**config.mk**
```make
export PLATFORM = sky130hd
export DESIGN_NAME = glb_bank_mem_ctrl
export DESIGN_NICKNAME = d
export VERILOG_FILES = /design/src/rtl/glb_pkg.sv /design/src/rtl/glb_valid_pipe.sv /design/src/rtl/glb_bank_mem_ctrl.sv
export SDC_FILE = /design/constraint.sdc
export NUM_CORES = 1
export LEC_CHECK = 0
export ABC_AREA = 1
export CORE_MARGIN = 8
export CORE_UTILIZATION = 35
export DETAILED_ROUTE_END_ITERATION = 7
export GPL_TIMING_DRIVEN = 0
export HOLD_SLACK_MARGIN = 0.1
export PLACE_DENSITY = 0.87
export SLEW_MARGIN = 25
export SYNTH_ARGS = -nofsm -noshare
export SYNTH_HDL_FRONTEND = slang
export SYNTH_SLANG_ARGS = --single-unit
```
**constraint.sdc**
```tcl
create_clock -name clk -period 1.5 [get_ports clk]
set_input_delay 0.3 -clock clk [delete_from_list [all_inputs] [get_ports clk]]
set_output_delay 0.3 -clock clk [all_outputs]
set_load 0.02 [all_outputs]
```
**src/rtl/glb_pkg.sv**
```systemverilog
// Shared GLB bank constants and the arbiter selection type used by the bank
// memory controller.
package glb_pkg;

    localparam int BANK_DATA_WIDTH      = 64;
    localparam int BANK_ADDR_WIDTH      = 14;
    localparam int BANK_BYTE_OFFSET     = 3;
    localparam int BANK_SRAM_RD_LATENCY = 2;

    typedef enum logic [1:0] {
        ARB_IDLE  = 2'd0,
        ARB_WRITE = 2'd1,
        ARB_READ  = 2'd2
    } arb_sel_e;

endpackage

```
**src/rtl/glb_valid_pipe.sv**
```systemverilog
// Fixed-depth valid shift register; bit k is high k+1 cycles after valid_in.
module glb_valid_pipe #(
    parameter int DEPTH = 4
) (
    input  logic             clk,
    input  logic             reset_n,
    input  logic             valid_in,
    output logic [DEPTH-1:0] valid_pipe
);

    always_ff @(posedge clk or negedge reset_n) begin
        if (!reset_n) begin
            valid_pipe <= '0;
        end else begin
            valid_pipe <= {valid_pipe[DEPTH-2:0], valid_in};
        end
    end

endmodule

```
**src/rtl/glb_bank_mem_ctrl.sv**
```systemverilog
// GLB bank request controller: arbitrates byte-strobed writes and reads onto
// the single glb_bank_sram_gen port and returns read data at a fixed latency.
module glb_bank_mem_ctrl
    import glb_pkg::*;
#(
    parameter int DATA_WIDTH   = BANK_DATA_WIDTH,
    parameter int ADDR_WIDTH   = BANK_ADDR_WIDTH,
    parameter int BYTE_OFFSET  = BANK_BYTE_OFFSET,
    parameter int MAX_RD_STALL = 4,
    parameter int RD_OUT_REG   = 1
) (
    input  logic                              clk,
    input  logic                              reset_n,
    input  logic                              wr_en,
    input  logic [ADDR_WIDTH+BYTE_OFFSET-1:0] wr_addr,
    input  logic [DATA_WIDTH-1:0]             wr_data,
    input  logic [DATA_WIDTH/8-1:0]           wr_strb,
    output logic                              wr_grant,
    input  logic                              rd_en,
    input  logic [ADDR_WIDTH+BYTE_OFFSET-1:0] rd_addr,
    output logic                              rd_grant,
    output logic [DATA_WIDTH-1:0]             rd_data,
    output logic                              rd_data_valid,
    output logic                              sram_ceb,
    output logic                              sram_web,
    output logic [ADDR_WIDTH-1:0]             sram_a,
    output logic [DATA_WIDTH-1:0]             sram_d,
    output logic [DATA_WIDTH-1:0]             sram_bweb,
    input  logic [DATA_WIDTH-1:0]             sram_q
);

    localparam int STRB_W      = DATA_WIDTH / 8;
    localparam int BADDR_W     = ADDR_WIDTH + BYTE_OFFSET;
    localparam int PIPE_DEPTH  = 1 + BANK_SRAM_RD_LATENCY + RD_OUT_REG;
    localparam int CAPTURE_IDX = BANK_SRAM_RD_LATENCY;
    localparam int STALL_W     = $clog2(MAX_RD_STALL + 1);

    arb_sel_e                  sel;
    logic [STALL_W-1:0]        stall_cnt;
    logic                      stall_max;
    logic [DATA_WIDTH-1:0]     wr_bweb;
    logic [PIPE_DEPTH-1:0]     valid_pipe;
    logic [DATA_WIDTH-1:0]     rd_data_hold;
    logic                      unused_bits;

    assign stall_max = (stall_cnt == STALL_W'(MAX_RD_STALL));

    // A pending read that has already lost MAX_RD_STALL times beats a write.
    always_comb begin
        sel = ARB_IDLE;
        if (rd_en && (!wr_en || stall_max)) begin
            sel = ARB_READ;
        end else if (wr_en) begin
            sel = ARB_WRITE;
        end
    end

    assign rd_grant = (sel == ARB_READ);
    assign wr_grant = (sel == ARB_WRITE);

    always_comb begin
        wr_bweb = '1;
        for (int i = 0; i < STRB_W; i++) begin
            wr_bweb[8*i +: 8] = {8{~wr_strb[i]}};
        end
    end

    always_ff @(posedge clk or negedge reset_n) begin
        if (!reset_n) begin
            stall_cnt <= '0;
        end else if (!rd_en || rd_grant) begin
            stall_cnt <= '0;
        end else if (!stall_max) begin
            stall_cnt <= stall_cnt + 1'b1;
        end
    end

    // A granted write with no strobes is acknowledged but never reaches the SRAM.
    always_ff @(posedge clk or negedge reset_n) begin
        if (!reset_n) begin
            sram_ceb  <= 1'b1;
            sram_web  <= 1'b1;
            sram_bweb <= '1;
            sram_a    <= '0;
            sram_d    <= '0;
        end else begin
            sram_ceb  <= 1'b1;
            sram_web  <= 1'b1;
            sram_bweb <= '1;
            case (sel)
                ARB_WRITE: begin
                    if (|wr_strb) begin
                        sram_ceb  <= 1'b0;
                        sram_web  <= 1'b0;
                        sram_bweb <= wr_bweb;
                        sram_a    <= wr_addr[BADDR_W-1:BYTE_OFFSET];
                        sram_d    <= wr_data;
                    end
                end
                ARB_READ: begin
                    sram_ceb <= 1'b0;
                    sram_a   <= rd_addr[BADDR_W-1:BYTE_OFFSET];
                end
                default: ;
            endcase
        end
    end

    glb_valid_pipe #(
        .DEPTH(PIPE_DEPTH)
    ) u_valid_pipe (
        .clk       (clk),
        .reset_n   (reset_n),
        .valid_in  (rd_grant),
        .valid_pipe(valid_pipe)
    );

    // sram_q is valid in the cycle CAPTURE_IDX stage is set; latch it there.
    always_ff @(posedge clk or negedge reset_n) begin
        if (!reset_n) begin
            rd_data_hold <= '0;
        end else if (valid_pipe[CAPTURE_IDX]) begin
            rd_data_hold <= sram_q;
        end
    end

    generate
        if (RD_OUT_REG != 0) begin : g_rd_reg
            assign rd_data       = rd_data_hold;
            assign rd_data_valid = valid_pipe[PIPE_DEPTH-1];
        end else begin : g_rd_pass
            assign rd_data       = valid_pipe[CAPTURE_IDX] ? sram_q : rd_data_hold;
            assign rd_data_valid = valid_pipe[CAPTURE_IDX];
        end
    endgenerate

    assign unused_bits = ^{wr_addr[BYTE_OFFSET-1:0], rd_addr[BYTE_OFFSET-1:0], valid_pipe};

endmodule

```
==> out/metrics.yaml <==
htree_levels: 4
rrSetupSlack_ps: -220
hold_viol_final: 0
reg2reg_from: "stall_cnt[1]"
crit_start: "stall_cnt[1]"
cts_tree: "done"
start_util_pct: 35.9
ys_types: 18
nets: 1266
cts-root-buf: "clkbuf_16"
gp_congestion: 0.808
min_delay_path_depth: 0
min_to: "u_valid_pipe.valid_pipe[2]"
hold_start: "u_valid_pipe.valid_pipe[1]"
failed_checks: "negative setup slack"
timing.hold.ws_ps: 351
power_mw: 13.1
grt_antenna_before_repair: 2
synth-seq-area-share_pct: 59.3
wirelength_um: 27000
p_per_area_mw_per_mm2: 1050
clk_latency_ps: 420
dr.first_iter.drc_count: 271
reg2regPathDepth: 10
rows: 50
cp.depth: 7
slowest_stage: "dfrtp_1"
crit_chain: "inv_1 -> ha_2 -> nand2_2 -> o21a_4 -> buf_8 -> buf_8 -> buf_6"
worst_pin_slew_ps: 610
grt-ovfl-total: 0
worstPathRequired_ps: 1200
place_inst: 1250
detail-route-antenna-nets: 0
die_x_um: 155
routed-via-count: 6482
cts.sinks: 159
start_kind: "flop"
p_leak_nw: 6.16
io_pins: 385
numPortBuffers: 377
cp_slowest_stage_delay_ps: 380
ys_ff_latch: 159
wl_per_cell_um: 20.2
crit_type: "flop to output port"
critPathTopFamily: "buffers and inverters"
synthCells: 638
cts_buffer_depth: 2
setup_tns_ps: -21090
grt_pass1_vias: 7018
min_path_type: "flop to flop"
clk_pin_slew_worst_paths_ps: 70
dieArea_mm2: 0.0239
layout_setup_ws_ps: -433
coreArea_mm2: 0.0188
synth_area_per_cell_um2: 10.5
cts_buffers: 17
mostFrequentLayoutCells: "nand2_1, clkdlybuf4s50_1, dfrtp_1, buf_6, dlygate4sd2_1"
grt_pass1_wl_um: 40200
status: "complete, but fails checks"
arrival_ps: 1630
drv_slew: 0
dp_hpwl_um: 19000
period_needed_ps: 1930
drc: 0
drive_above_1_share_pct: 32.4
synthTopCellsByArea: "dfrtp_1, mux2_2, nand2_1, nand3_1, buf_4"
grt_max_degree: 81
final_util_pct: 66.8
r2r_end: "sram_d[43]"
cap_violations: 0
skew_ps: 9.58
max_freq_mhz: 517
max_slew_margin_pct: 59.3
viasPerCell: 4.85
grt_use_total_pct: 21.7
syn_nets: 814
syn-cell-area_mm2: 0.00673
timing.final.crit_share_pct: 129
cp_num_buf_inv: 4
yosysTopAreaCell: "dfrtp_1"
crit_path_end_kind: "output port"
grt_setup_unrepaired: "yes"
yosysWarningCount: 0
die_y_um: 155
syn_to_final_growth_pct: 86.2
yosys.area.top_type_share_pct: 55.4
path_max_fanout: 2
setup_viol: 141
layout_commonest_cell: "nand2_1"
ir_worst_vdd_v: 0.000747
stdcell_count: 1337
drt-pass1-iter-count: 5
path_common_cell: "buf_8"
-- cells in the mapped netlist --
cell type	number
o21a_2	1
mux2_2	64
inv_1	9
buf_4	59
nand3_1	106
nand2_4	1
nand2_1	188
dfrtp_1	149
buf_2	29
ha_1	2
or2_2	1
clkbuf_1	3
nand2_2	1
inv_2	1
xnor2_1	1
buf_6	4
dfstp_2	10
nor2_1	9
-- registers in the layout, summed over array words and instances (netlist names) --
signal	cells
sram_bweb	8
sram_d	64
sram_a	14
sram_web	1
stall_cnt	3
u_valid_pipe.valid_pipe	4
sram_ceb	1
rd_data	64
-- through the flow --
step,worst slack (ps),area (um2)
after floorplan,43.1,6730
after global placement,-6350,10800
after detailed placement,-848,10800
after CTS,-469,12100
after global routing,-482,12500
final,-433,12500
-- logic make-up after synthesis --
group	after synthesis	share of synthesized area [%]
compound gates	1	0.130
xor+xnor	1	0.130
fa+ha+maj	2	0.372
buf+inv	105	10.1
flops	159	59.3
mux	64	10.7
simple gates	306	19.2
-- power by group --
part	internal, mW	switching, mW	total [mW]
clock network	2.52	1.94	4.45
registers	4.81	0.286	5.09
logic	1.80	1.79	3.59
total	9.13	4.01	13.1
-- area by class of cell --
cell class,count,area [um2]
antenna,1,2.50
buffer,62,642
clock buffer,17,425
clock inverter,14,178
fill,1378,6240
inverter,10,40.0
multi-input combinational,374,2180
sequential,159,3990
tap,234,293
timing repair buffer,466,4770
-- worst max path at each step --
stage                      to  slack, ps
floorplan            wr_grant         40
global placement    sram_a[4]      -6350
global route         wr_grant       -480
detailed placement   wr_grant       -850
CTS                  wr_grant       -470
finish               wr_grant       -430
-- repair_timing --
action | in CTS | in global routing
buffers inserted | 57 | 24
hold buffers | 1 | 0
resized for setup | 624 | 134
cloned | 3 | 6
pin swaps | 3 | 12
setup endpoints to repair | 288 | 164
hold endpoints to repair | 70 | 0
-- layer usage --
layer	track usage [%]	vias up	share of wire [%]
li1	-	2935	-
met1	21.9	3136	35
met2	39.4	336	52
met3	7.89	73	8.4
met4	9.33	2	4.1
met5	0	-	0.048
No activity file was read; power rests on OpenSTA's default activity.
